$ cat config.mk
export PLATFORM = sky130hd
export DESIGN_NAME = data_cache_flat
export DESIGN_NICKNAME = d
export VERILOG_FILES = /design/src/rtl/data_cache_if.sv /design/src/rtl/data_cache.sv /design/src/flat_wrapper.sv
export SDC_FILE = /design/constraint.sdc
export NUM_CORES = 1
export LEC_CHECK = 0
export CAP_MARGIN = 20
export CORE_MARGIN = 5
export CORE_UTILIZATION = 56
export DETAILED_ROUTE_END_ITERATION = 7
export GPL_TIMING_DRIVEN = 0
export PLACE_DENSITY = 0.86
export SLEW_MARGIN = 5
export SYNTH_ARGS = -nofsm -noshare
export SYNTH_HDL_FRONTEND = slang
export SYNTH_SLANG_ARGS = --single-unit
$ cat constraint.sdc
create_clock -name clock -period 4.5 [get_ports clock]
set_input_delay 0.9 -clock clock [delete_from_list [all_inputs] [get_ports clock]]
set_output_delay 0.9 -clock clock [all_outputs]
set_load 0.01 [all_outputs]
$ cat src/rtl/data_cache_if.sv
// Processor load/store bus and backing-memory req/ack bus seen by data_cache.
interface data_cache_if #(
   parameter int NBITS = 8
);
   logic [NBITS-1:0] addr;
   logic [NBITS-1:0] wdata;
   logic             MemRead;
   logic             MemWrite;
   logic [NBITS-1:0] rdata;
   logic             busy;
   logic [NBITS-1:0] mem_addr;
   logic [NBITS-1:0] mem_wdata;
   logic             mem_read;
   logic             mem_write;
   logic [NBITS-1:0] mem_rdata;
   logic             mem_ack;

   // Environment side: processor datapath plus backing memory.
   modport master (
      output addr, wdata, MemRead, MemWrite, mem_rdata, mem_ack,
      input  rdata, busy, mem_addr, mem_wdata, mem_read, mem_write
   );

   // Cache side.
   modport slave (
      input  addr, wdata, MemRead, MemWrite, mem_rdata, mem_ack,
      output rdata, busy, mem_addr, mem_wdata, mem_read, mem_write
   );
endinterface

$ cat src/rtl/data_cache.sv
// Direct-mapped, write-through, no-write-allocate data cache with one-word
// lines, a req/ack backing memory port and saturating hit/miss counters.
module data_cache #(
   parameter int NBITS  = 8,
   parameter int NLINES = 8,
   parameter int NCNT   = 8
) (
   input  logic            clock,
   input  logic            reset,
   data_cache_if.slave     bus,
   output logic [NCNT-1:0] hits,
   output logic [NCNT-1:0] misses
);
   localparam int IDXW = $clog2(NLINES);
   localparam int TAGW = NBITS - IDXW;
   localparam logic [NCNT-1:0] CNT_MAX = '1;

   typedef enum logic [1:0] {IDLE, FILL, WRITE} state_t;

   state_t            state_q, state_d;
   logic [NLINES-1:0] valid_q, valid_d;
   logic [TAGW-1:0]   tag_q   [NLINES];
   logic [TAGW-1:0]   tag_d   [NLINES];
   logic [NBITS-1:0]  data_q  [NLINES];
   logic [NBITS-1:0]  data_d  [NLINES];
   logic [NCNT-1:0]   hits_q, hits_d;
   logic [NCNT-1:0]   misses_q, misses_d;

   logic [IDXW-1:0]   idx;
   logic [TAGW-1:0]   tag_in;
   logic              hit;

   assign idx    = bus.addr[IDXW-1:0];
   assign tag_in = bus.addr[NBITS-1:IDXW];
   assign hit    = valid_q[idx] && (tag_q[idx] == tag_in);

   // Next-state, line update and counter logic.
   always_comb begin
      state_d  = state_q;
      valid_d  = valid_q;
      tag_d    = tag_q;
      data_d   = data_q;
      hits_d   = hits_q;
      misses_d = misses_q;
      case (state_q)
         IDLE: begin
            if (bus.MemWrite) begin
               state_d = WRITE;
            end else if (bus.MemRead) begin
               if (hit) begin
                  hits_d = (hits_q == CNT_MAX) ? hits_q : hits_q + 1'b1;
               end else begin
                  misses_d = (misses_q == CNT_MAX) ? misses_q : misses_q + 1'b1;
                  state_d  = FILL;
               end
            end
         end
         FILL: begin
            if (bus.mem_ack) begin
               valid_d[idx] = 1'b1;
               tag_d[idx]   = tag_in;
               data_d[idx]  = bus.mem_rdata;
               state_d      = IDLE;
            end
         end
         WRITE: begin
            if (bus.mem_ack) begin
               if (hit) begin
                  data_d[idx] = bus.wdata;
               end
               state_d = IDLE;
            end
         end
         default: state_d = IDLE;
      endcase
      // Reset aborts any outstanding request; line data and tags are kept,
      // only the valid bits are cleared so no stale line can hit.
      if (reset) begin
         state_d  = IDLE;
         valid_d  = '0;
         tag_d    = tag_q;
         data_d   = data_q;
         hits_d   = '0;
         misses_d = '0;
      end
   end

   // State, storage and counter registers.
   always_ff @(posedge clock) begin
      state_q  <= state_d;
      valid_q  <= valid_d;
      tag_q    <= tag_d;
      data_q   <= data_d;
      hits_q   <= hits_d;
      misses_q <= misses_d;
   end

   // Processor and memory-side outputs; requests decode directly from state.
   always_comb begin
      bus.busy = 1'b0;
      if (!reset) begin
         if (state_q == IDLE) begin
            bus.busy = bus.MemWrite || (bus.MemRead && !hit);
         end else begin
            bus.busy = 1'b1;
         end
      end
      bus.rdata     = data_q[idx];
      bus.mem_read  = (state_q == FILL);
      bus.mem_write = (state_q == WRITE);
      bus.mem_addr  = bus.addr;
      bus.mem_wdata = bus.wdata;
   end

   assign hits   = hits_q;
   assign misses = misses_q;
endmodule

$ cat src/flat_wrapper.sv
// flat-port wrapper written by rule: the top's interface ports become plain ports
module data_cache_flat 
#(
   parameter int NBITS  = 8,
   parameter int NLINES = 8,
   parameter int NCNT   = 8
)
  (clock, reset, hits, misses, bus_addr, bus_wdata, bus_MemRead, bus_MemWrite, bus_mem_rdata, bus_mem_ack, bus_rdata, bus_busy, bus_mem_addr, bus_mem_wdata, bus_mem_read, bus_mem_write);
  data_cache_if #(.NBITS(NBITS)) bus_i ();
  input  logic clock;
  input  logic reset;
  output logic [NCNT-1:0] hits;
  output logic [NCNT-1:0] misses;
  input wire logic [$bits(bus_i.addr)-1:0] bus_addr;
  input wire logic [$bits(bus_i.wdata)-1:0] bus_wdata;
  input wire logic [$bits(bus_i.MemRead)-1:0] bus_MemRead;
  input wire logic [$bits(bus_i.MemWrite)-1:0] bus_MemWrite;
  input wire logic [$bits(bus_i.mem_rdata)-1:0] bus_mem_rdata;
  input wire logic [$bits(bus_i.mem_ack)-1:0] bus_mem_ack;
  output wire logic [$bits(bus_i.rdata)-1:0] bus_rdata;
  output wire logic [$bits(bus_i.busy)-1:0] bus_busy;
  output wire logic [$bits(bus_i.mem_addr)-1:0] bus_mem_addr;
  output wire logic [$bits(bus_i.mem_wdata)-1:0] bus_mem_wdata;
  output wire logic [$bits(bus_i.mem_read)-1:0] bus_mem_read;
  output wire logic [$bits(bus_i.mem_write)-1:0] bus_mem_write;
  assign bus_i.addr = bus_addr;
  assign bus_i.wdata = bus_wdata;
  assign bus_i.MemRead = bus_MemRead;
  assign bus_i.MemWrite = bus_MemWrite;
  assign bus_i.mem_rdata = bus_mem_rdata;
  assign bus_i.mem_ack = bus_mem_ack;
  assign bus_rdata = bus_i.rdata;
  assign bus_busy = bus_i.busy;
  assign bus_mem_addr = bus_i.mem_addr;
  assign bus_mem_wdata = bus_i.mem_wdata;
  assign bus_mem_read = bus_i.mem_read;
  assign bus_mem_write = bus_i.mem_write;
  data_cache #(.NBITS(NBITS), .NLINES(NLINES), .NCNT(NCNT)) u_core (.clock(clock), .reset(reset), .bus(bus_i), .hits(hits), .misses(misses));
endmodule
Word-level counts from Yosys, hierarchy flattened
Cells that the tools add are included.
{"block": "word_totals", "mem_bits_ro": 0, "register_bits": 130, "mem_count": 0, "mem_bits_rw": 0, "latch_bits": 0, "elab_cells": 87}
{"block": "classes", "div": 0, "reduce_logical": 15, "eq_ne": 11, "mux": 28, "order_cmp": 4, "n_addsub": 2, "bitwise": 7, "n_mul": 0, "shift": 0}
{"operator": "two-way mux 64 bit", "n": 3}
{"operator": "bitwise mux 64 bit", "n": 2}
{"operator": "one-hot mux 64 bit (2 select lines)", "n": 1}
{"operator": "bitwise mux 40 bit", "n": 1}
{"operator": "binary-select mux 8 bit (select 3 bit)", "n": 1}
{"operator": "demux 8 bit (select 3 bit)", "n": 1}
{"operator": "two-way mux 8 bit", "n": 3}
{"operator": "adder 8 x 1 -> 8 bit, second input constant", "n": 2}
{"operator": "== test 8 bit, second input constant", "n": 2}
{"operator": "binary-select mux 5 bit (select 3 bit)", "n": 1}
{"operator": "demux 5 bit (select 3 bit)", "n": 1}
{"operator": "two-way mux 5 bit", "n": 3}
{"operator": "AND reduction 5 bit", "n": 3}
{"operator": "two-way mux 2 bit", "n": 4}
{"operator": "OR 8 bit", "n": 1}
{"operator": "inequality test 3 bit, second input constant", "n": 2}
{"operator": "AND reduction 3 bit", "n": 2}
{"operator": "== test 5 bit", "n": 1}
{"operator": "NOT 1 bit", "n": 5}
{"operator": ">= comparator 4 bit, second input constant", "n": 1}
{"operator": "logical AND 1 bit", "n": 4}
{"operator": "less-than comparator 3 x 4 -> 1 bit, second input constant", "n": 1}
{"operator": "less-than comparator 4 x 1 -> 1 bit, second input constant", "n": 1}
{"operator": "two-way mux 1 bit", "n": 4}
{"operator": "other kinds (15)", "n": 17}

Depth between registers and ports, before layout
Gate-level depths: netlist of run 1.
{"block": "logic_depth", "word_depth": 11, "ltp_mapped": 11, "mapped_depth_nobuf": 7}

Least setup slack after synthesis of run 1
Ideal clock, no wire load.
{"block": "synth_path", "path_kind": "in2reg", "start": "in bus_addr[0]", "end": "reg u_core.data_q[0] (netlist name) (enable)", "n_path_buf": 2, "slack_ns": 0.972, "required_ns": 4.130, "stages": 9, "arrival_time_ns": 3.158, "path_cell_list": "buf_6 > mux4_1 > mux2i_1 > xor2_1 > o2111a_2 > a31oi_1 > or3b_1 > buf_2 > nor2_1"}
{"block": "synth_between", "elab_chain_len": 8}
{"element": "from (decl)", "line_no": "flat_wrapper.sv:14", "source": "input wire logic [$bits(bus_i.addr)-1:0] bus_addr;"}
{"element": "NOT 3 -> 4 bit (implied by the code)", "line_no": "data_cache.sv:35", "source": "assign hit = valid_q[idx] && (tag_q[idx] == tag_in);"}
{"element": "binary-select mux 5 bit (select 3 bit)", "line_no": "data_cache.sv:35"}
{"element": "two-way mux 5 bit (implied by the code) (2 in series)", "line_no": "data_cache.sv:35"}
{"element": "== test 5 bit", "line_no": "data_cache.sv:35"}
{"element": "logical AND 1 bit (*)", "line_no": "data_cache.sv:35"}
{"element": "inequality test 2 x 1 -> 1 bit (no source line) (*)"}
{"element": "AND reduction 5 bit (no source line) (*)"}
{"element": "to (signal assigned)", "line_no": "data_cache.sv:93", "source": "data_q <= data_d;"}
{"element": "to (decl)", "line_no": "data_cache.sv:24", "source": "logic [NBITS-1:0] data_q [NLINES];"}
Mark *: on every way between the ends. The rest lies on a longest branch, timed or not. The select of a mux whose other input is x is not followed.
A chain may end at the register's enable or synchronous reset.

Worst setup path after layout of run 1
{"block": "layout_path", "start": "in bus_addr[2]", "end": "out bus_busy"}
{"block": "layout_between", "elab_chain_len": 11}
{"element": "NOT 3 -> 4 bit (implied by the code)", "line_no": "data_cache.sv:35"}
{"element": "binary-select mux 5 bit (select 3 bit)", "line_no": "data_cache.sv:35"}
{"element": "two-way mux 5 bit (implied by the code) (2 in series)", "line_no": "data_cache.sv:35"}
{"element": "== test 5 bit", "line_no": "data_cache.sv:35"}
{"element": "logical AND 1 bit (*)", "line_no": "data_cache.sv:35"}
{"element": "logical NOT 1 bit (*)", "line_no": "data_cache.sv:103", "source": "bus.busy = bus.MemWrite || (bus.MemRead && !hit);"}
{"element": "logical AND 1 bit (*)", "line_no": "data_cache.sv:103"}
{"element": "logical OR 1 bit (*)", "line_no": "data_cache.sv:103"}
{"element": "two-way mux 1 bit (*)", "line_no": "data_cache.sv:102", "source": "if (state_q == IDLE) begin"}
{"element": "two-way mux 1 bit (*)", "line_no": "data_cache.sv:101", "source": "if (!reset) begin"}
{"element": "to (decl)", "line_no": "flat_wrapper.sv:21", "source": "output wire logic [$bits(bus_i.busy)-1:0] bus_busy;"}
Marks and branches as above.

==> results of run 1 <==
## cells in the mapped netlist, drive strengths merged
| cell | n |
|---|---|
| o211ai | 2 |
| ha | 5 |
| nand3b | 2 |
| a21oi | 8 |
| o211a | 1 |
| a22oi | 33 |
| xor2 | 5 |
| nand2 | 12 |
| nor3b | 1 |
| nor3 | 2 |
| a22o | 1 |
| or3b | 1 |
| nand3 | 11 |
| a21boi | 1 |
| or4 | 1 |
| or3 | 4 |
| a31o | 3 |
| a221oi | 1 |
| dfxtp | 26 |
| and2b | 1 |
| xnor2 | 4 |
| o21ai | 7 |
| a211oi | 3 |
| o21a | 1 |
| buf | 29 |
| nor2b | 6 |
| edfxtp | 104 |
| clkbuf | 15 |
| and2 | 3 |
| mux4 | 9 |
| nand2b | 7 |
| nor2 | 95 |
| mux2 | 2 |
| nand4 | 9 |
| o2111a | 1 |
| mux2i | 18 |
| and3b | 2 |
| a31oi | 5 |
| o22ai | 8 |
| and3 | 8 |
| inv | 12 |
## cell type report
class                   instances  share of cell area, %
plain buffers                  43                  3.865
well taps                     136                  2.336
repair buffers                 70                  9.550
inverters                      12                 0.6183
clock buffers                  18                  5.737
multi-input cells             283                  25.95
clock inverters                14                  1.924
flip-flops and latches        130                  50.02
## worst max-delay path, cell delays in order
cell and delay [ns]:
sky130_fd_sc_hd__clkdlybuf4s15_1 0.40, sky130_fd_sc_hd__buf_4 0.27, sky130_fd_sc_hd__mux4_2 0.31, sky130_fd_sc_hd__mux2i_1 0.17, sky130_fd_sc_hd__xor2_1 0.22, sky130_fd_sc_hd__o2111a_2 0.33, sky130_fd_sc_hd__nand2_1 0.13, sky130_fd_sc_hd__a21oi_1 0.17
sky130_fd_sc_hd__nor2_1 0.06, sky130_fd_sc_hd__clkdlybuf4s50_1 0.49
## per-layer routing
layer	track usage, %	up-vias	routed length (um)	share of wire, %
li1	-	1898	-	-
met1	29.73	2019	5384	38
met2	37.82	290	6912	49
met3	6.846	44	1426	10
met4	9.215	0	406	2.9
met5	0	-	0	0
## power by group
| part | internal (mW) | switching, mW |
|---|---|---|
| Clock | 0.783 | 0.508 |
| Sequential | 1.31 | 0.00619 |
| Combinational | 0.126 | 0.160 |
| Total | 2.22 | 0.674 |
## kinds of logic (layout without fill, tap and decap cells)
group,count (synthesis),count (layout)
AOI/OAI and AO/OA,75,75
xor gates and xnor gates,9,9
muxes,29,29
buffers and inverters,56,157
DFF,130,130
adders and majority gates,5,5
and+or+nand+nor,165,165
## through the flow
step                std cells  setup TNS (ns)
global route              706               0
floorplan                 469               0
detailed placement        674         -0.1770
global placement          674        -0.08038
finish                    706               0
CTS                       705               0
## registers in the layout (all words and copies together) (netlist names)
| signal | cells |
|---|---|
| u_core.data_q | 64 |
| u_core.hits | 8 |
| u_core.misses | 8 |
| u_core.state_q | 2 |
| u_core.tag_q | 40 |
| u_core.valid_q | 8 |
## timing repair
item                                    CTS  global route
pin swaps                                 0             0
endpoints found under the setup margin    7             1
gates resized for setup                   2             1
## path summary, 6_finish.rpt
check / slack [ns] / start / to / cells after the start
max: 0.15 / bus_addr[2] / bus_busy / 10
min: 0.48 / u_core.valid_q[1] / u_core.valid_q[1] / 2
max reg2reg: 1.01 / u_core.tag_q[26] / u_core.data_q[60] / 8
min reg2reg: 0.48 / u_core.valid_q[1] / u_core.valid_q[1] / 2
==> results by group, run 1 <==
Clock tree
  – Maximum root-to-sink buffer count: 2
  – H-Tree Depth: 4
  – Clock-pin transition on the worst setup and hold timing paths: 0.06 ns
  – Clock tree from TritonCTS: yes
  – Total clock sinks: 130
  – Root buf cell: sky130_fd_sc_hd__clkbuf_8
  – Insertion delay to the later sink of the worst-skew pair: 0.54 ns
  – CTS Buf Count: 17
  – Hold bufs inserted after CTS: 0
  – Buffers inserted during post-CTS setup optimization: 0

Cells and area
  – Proportion of layout cells with a drive suffix above 1: 13.51%
  – Most common cell after layout, fill and taps aside: sky130_fd_sc_hd__edfxtp_1
  – Area occupied by registers: 0.003643 mm^2
  – Multi-input logic area: 0.001891 mm^2
  – Fill cell count: 667
  – Final instance area: 0.007284 mm^2
  – Area growth, synth to finish: 24.35%
  – Fraction of the core area covered by cells at the end of the flow: 70.88%
  – Most used cells in the layout excluding fill and tap cells: sky130_fd_sc_hd__edfxtp_1, sky130_fd_sc_hd__nor2_1, sky130_fd_sc_hd__clkdlybuf4s50_1
  – Count of nets after finishing: 591
  – Antenna diode count: 0

Synthesis
  – Netlist area before placement: 0.005858 mm^2
  – Post-synthesis share of cell area spent on and, or, nand and nor gates: 13.24%
  – Synth Net Count: 503
  – Number of unique standard cell types used by synthesis: 52
  – Cell accounting for the most synthesized area: sky130_fd_sc_hd__edfxtp_1
  – Fraction of post-synthesis cell area in the top cell type by area: 53.31%
  – Synthesis warning total: 0
  – Avg Synthesized Cell Area: 12.49 um^2
  – Mux contribution to synthesized area: 7.240%
  – Register bit total from synthesis: 130
  – Portion of the post-synthesis area used by sequential elements: 62.20%
  – Combinational family with the most area after synthesis: simple AND/OR/NAND/NOR gates
  – Synthesized-area fraction occupied by xor and xnor cells: 1.346%
  – Adder-cell share of the synthesized area: 1.068%
  – Synth area leaders: sky130_fd_sc_hd__edfxtp_1, sky130_fd_sc_hd__dfxtp_1, sky130_fd_sc_hd__nor2_1
  – Share of the synthesized area in compound gates (AO/OA/AOI/OAI): 9.270%
  – Gate count after technology mapping: 469

Floorplanning
  – Die W: 112.3 um
  – Core ar.: 0.01028 mm^2
  – Height of the chip: 112.3 um
  – Placement Rows: 37
  – Top-Level Pins: 72
  – Initial core utilization: 57.00%
  – Die area: 0.01261 mm^2

Timing
  – Smallest setup slack after layout: 0.1477 ns
  – Setup repair after global routing missed its margin: false
  – Final hold vios: 0
  – Max Transition Viols Final: 0
  – Max Fclk: 229.8 MHz
  – Transition time at the pin with the least slew margin: 1.018 ns
  – Number of setup violations in the final report: 0
  – Post-route clock skew: 0.009593 ns
  – Final cycle utilization of the critical path: 96.72%
  – Max-slew headroom at the worst pin: 30.17%
  – Worst Hold Slack: 0.4805 ns
  – Time the worst path needs with I/O delays and setup: 4.352 ns

Place
  – Final Wtd Congestion: 0.8720
  – Area of placed instances: 0.006719 mm^2
  – Number of I/O port buffers: 69
  – Placement Setup Slack: -0.1641 ns
  – Detailed placement HPWL: 9.697 mm

Global routing
  – Global-route usage over all layers: 23.35%
  – Leftover overflow at the end of global routing: 0
  – Initial antenna violation count: 0
  – Vias in the first global route: 4192
  – First-pass GRT wire length: 22.58 mm
  – Maximum number of pins on one net before global-route repair: 17

Critical path
  – Nature of the critical path startpoint: input pin
  – Endpoint class of the critical path: output port
  – Endpoint arrival time on the critical path: 3.45 ns
  – Startpoint-to-endpoint class of the critical path: in -> out
  – Critical path peak fanout: 10
  – Data required time of the worst path: 3.60 ns

Power
  – Ratio of total power to cell area: 396.8 mW/mm^2
  – Worst vdd ir: 0.3182 mV
  – Overall power of the completed layout: 2.891 mW
  – Leak Pwr: 2.472 nW

Worst hold path
  – Class of the tightest hold or removal check: reg -> reg

Detailed routing
  – Initial DRC count: 511
  – Total Routed Length: 14.13 mm
  – DR vias: 4251
  – Average via count per standard cell: 6.021
  – First-pass detailed-route iteration total: 7
  – Average wire length per cell after detail routing: 20.01 um
  – Antenna-violating nets left: 0
  – Post-route DRC: 0

Flow run
  – Max-cap check violation count: 0

Run status
  – Run status: completed
No activity file was read; power rests on OpenSTA's default activity.
==> run 2, diff against run 1 <==
--- a/config.mk
+++ b/config.mk
@@ -6,9 +6,11 @@
 export NUM_CORES = 1
 export LEC_CHECK = 0
 export CAP_MARGIN = 20
+export CORE_ASPECT_RATIO = 0.5
 export CORE_MARGIN = 5
 export CORE_UTILIZATION = 56
 export DETAILED_ROUTE_END_ITERATION = 7
+export GPL_ROUTABILITY_DRIVEN = 0
 export GPL_TIMING_DRIVEN = 0
 export PLACE_DENSITY = 0.86
 export SLEW_MARGIN = 5
==> results by group, run 2 (same netlist as run 1, synthesis figures left out) <==
Critical path
  – Worst path slowest cell: sky130_fd_sc_hd__nor3_1
  – Start point of the critical path: bus_addr[1]
  – Setup crit end: bus_rdata[1]
  – Startpoint-to-endpoint class of the critical path: in -> out
  – Register-to-register setup slack: 0.94 ns
  – Nature of the critical path startpoint: input pin
  – RR Startpoint: u_core.tag_q[11]
  – Endpoint arrival time on the critical path: 3.48 ns
  – Critical path cell sequence: buf_6, buf_6, buf_12, clkbuf_1, nor3_1, a22oi_1, nand4_1, clkdlybuf4s50_1
  – Critical path peak fanout: 10
  – Worst stage delay on the critical path: 0.89 ns
  – Cell depth of the worst flop-to-flop path: 8
  – Endpoint class of the critical path: output port
  – Data required time of the worst path: 3.60 ns
  – Most common cell on crit path: sky130_fd_sc_hd__buf_6
  – Reg-to-Reg End: u_core.data_q[5]

Timing
  – Max Fclk: 228.1 MHz
  – Final cycle utilization of the critical path: 97.43%
  – Setup repair after global routing missed its margin: false
  – Time the worst path needs with I/O delays and setup: 4.384 ns
  – Max-slew headroom at the worst pin: 25.46%
  – Final hold vios: 0
  – Number of setup violations in the final report: 0
  – Smallest setup slack after layout: 0.1157 ns
  – Max Transition Viols Final: 0
  – Post-route clock skew: 0.01163 ns
  – Transition time at the pin with the least slew margin: 1.110 ns

Cells and area
  – Area growth, synth to finish: 24.05%
  – Count of nets after finishing: 590
  – Registers with the most flip-flops: u_core.data_q (64), u_core.tag_q (40)
  – Largest Register: u_core.data_q
  – Proportion of layout cells with a drive suffix above 1: 13.53%
  – Flip-flop count of the largest register after layout: 64
  – Fill cell count: 673
  – Most used cells in the layout excluding fill and tap cells: sky130_fd_sc_hd__edfxtp_1, sky130_fd_sc_hd__nor2_1, sky130_fd_sc_hd__clkdlybuf4s50_1
  – Most common cell after layout, fill and taps aside: sky130_fd_sc_hd__edfxtp_1
  – Antenna diode count: 0

Power
  – Ratio of total power to cell area: 394.0 mW/mm^2
  – Leak Pwr: 2.465 nW
  – Overall power of the completed layout: 2.863 mW
  – Worst vdd ir: 0.2918 mV

Clock tree
  – Root buf cell: sky130_fd_sc_hd__clkbuf_16
  – Insertion delay to the later sink of the worst-skew pair: 0.41 ns
  – Maximum root-to-sink buffer count: 2
  – Clock tree from TritonCTS: yes
  – H-Tree Depth: 4
  – Clock-pin transition on the worst setup and hold timing paths: 0.06 ns
  – CTS Buf Count: 17
  – Total clock sinks: 130
  – Buffers inserted during post-CTS setup optimization: 0

Detailed routing
  – Met1 routed wirelength after detailed routing: 5.719 mm
  – Post-route DRC: 0
  – DR vias: 4229
  – Initial DRC count: 394
  – Met3 routed wirelength: 1.206 mm
  – First-pass detailed-route iteration total: 5
  – Average wire length per cell after detail routing: 20.03 um
  – Antenna-violating nets left: 0
  – Average via count per standard cell: 5.965
  – Total Routed Length: 14.20 mm
  – Max layer used: met4
  – Length of routed met2 wiring: 6.973 mm

Floorplanning
  – Initial core utilization: 57.35%
  – Die W: 154.6 um
  – Die area: 0.01273 mm^2
  – Core ar.: 0.01021 mm^2
  – Top-Level Pins: 72
  – Placement Rows: 26
  – Height of the chip: 82.32 um

Global routing
  – Initial antenna violation count: 0
  – Maximum number of pins on one net before global-route repair: 17
  – Global-route usage over all layers: 23.31%
  – First-pass GRT wire length: 22.19 mm
  – Vias in the first global route: 4245
  – Leftover overflow at the end of global routing: 0

Run status
  – Run status: completed

Flow run
  – Max-cap check violation count: 0

Worst hold path
  – Class of the tightest hold or removal check: reg -> reg

Place
  – Placement Setup Slack: -0.1696 ns
  – Number of I/O port buffers: 69
  – Detailed placement HPWL: 9.183 mm
-- run 2: changes by cell type in the layout (fill, tap and decap cells not counted), sizes merged --
cell and delta:
buf -1, clkdlybuf4s15 -1, clkinvlp -1, inv -1, bufinv -1, clkinv +4
-- run 2: area by class of cell --
| type | count | area (um^2) | share of cell area (%) |
|---|---|---|---|
| Timing Repair Buffer | 69 | 685.7 | 9.435 |
| Tap cell | 140 | 175.2 | 2.410 |
| Sequential cell | 130 | 3643 | 50.14 |
| Inverter | 12 | 45.04 | 0.6198 |
| Clock buffer | 17 | 425.4 | 5.854 |
| Clock inverter | 15 | 120.1 | 1.653 |
| Buffer | 43 | 281.5 | 3.874 |
| Multi-Input combinational cell | 283 | 1891 | 26.02 |
-- run 2: power by group --
| part | leakage [nW] | internal [mW] | total, mW | switching [mW] |
|---|---|---|---|---|
| Sequential | 1.12 | 1.31 | 1.31 | 0.00653 |
| Combinational | 1.08 | 0.125 | 0.279 | 0.154 |
| Clock | 0.263 | 0.752 | 1.27 | 0.518 |
| Total | 2.47 | 2.18 | 2.86 | 0.679 |
-- run 2: how the worst min path moves through the flow --
| stage | from | cells past startpoint | slack [ns] | to |
|---|---|---|---|---|
| after floorplan | u_core.valid_q[7] | 2 | 0.45 | u_core.valid_q[7] |
| after global placement | u_core.valid_q[7] | 2 | 0.46 | u_core.valid_q[7] |
| after detailed placement | u_core.valid_q[7] | 2 | 0.46 | u_core.valid_q[7] |
| after CTS | u_core.valid_q[7] | 2 | 0.47 | u_core.valid_q[7] |
| after global routing | u_core.valid_q[5] | 2 | 0.49 | u_core.valid_q[5] |
| final | u_core.valid_q[7] | 2 | 0.47 | u_core.valid_q[7] |
-- run 2: timing repair --
action,in CTS,in global routing
resized for setup,2,2
pin swaps,0,0
gates cloned,0,0
setup endpoints to repair,2,1
hold buffers,0,0
-- run 2: per-layer routing --
metal	vias up	track usage [%]
met1	2066	28.26
met5	-	0
met3	30	6.039
met2	237	40.87
li1	1896	-
met4	0	9.515
-- run 2: worst max-delay path, delay by kind of cell --
| kind | cells | cell delay [ns] |
|---|---|---|
| AOI/OAI and AO/OA | 1 | 0.29 |
| and+or+nand+nor | 2 | 1.12 |
| buffers and inverters | 5 | 1.17 |
-- run 2: stage by stage --
stage | instances | hold slack (ns) | setup TNS [ns] | cell area [um^2] | utilization [%]
2_1_floorplan | 469 | 0.4461 | 0 | 5858 | -
3_3_place_gp | 678 | 0.4572 | -1.172 | 6724 | 65.83
3_5_place_dp | 678 | 0.4601 | -2.348 | 6724 | 65.83
4_1_cts | 709 | 0.4690 | 0 | 7271 | 71.18
5_1_grt | 709 | 0.4876 | 0 | 7267 | 71.14
6_report | 709 | 0.4709 | 0 | 7267 | 71.14
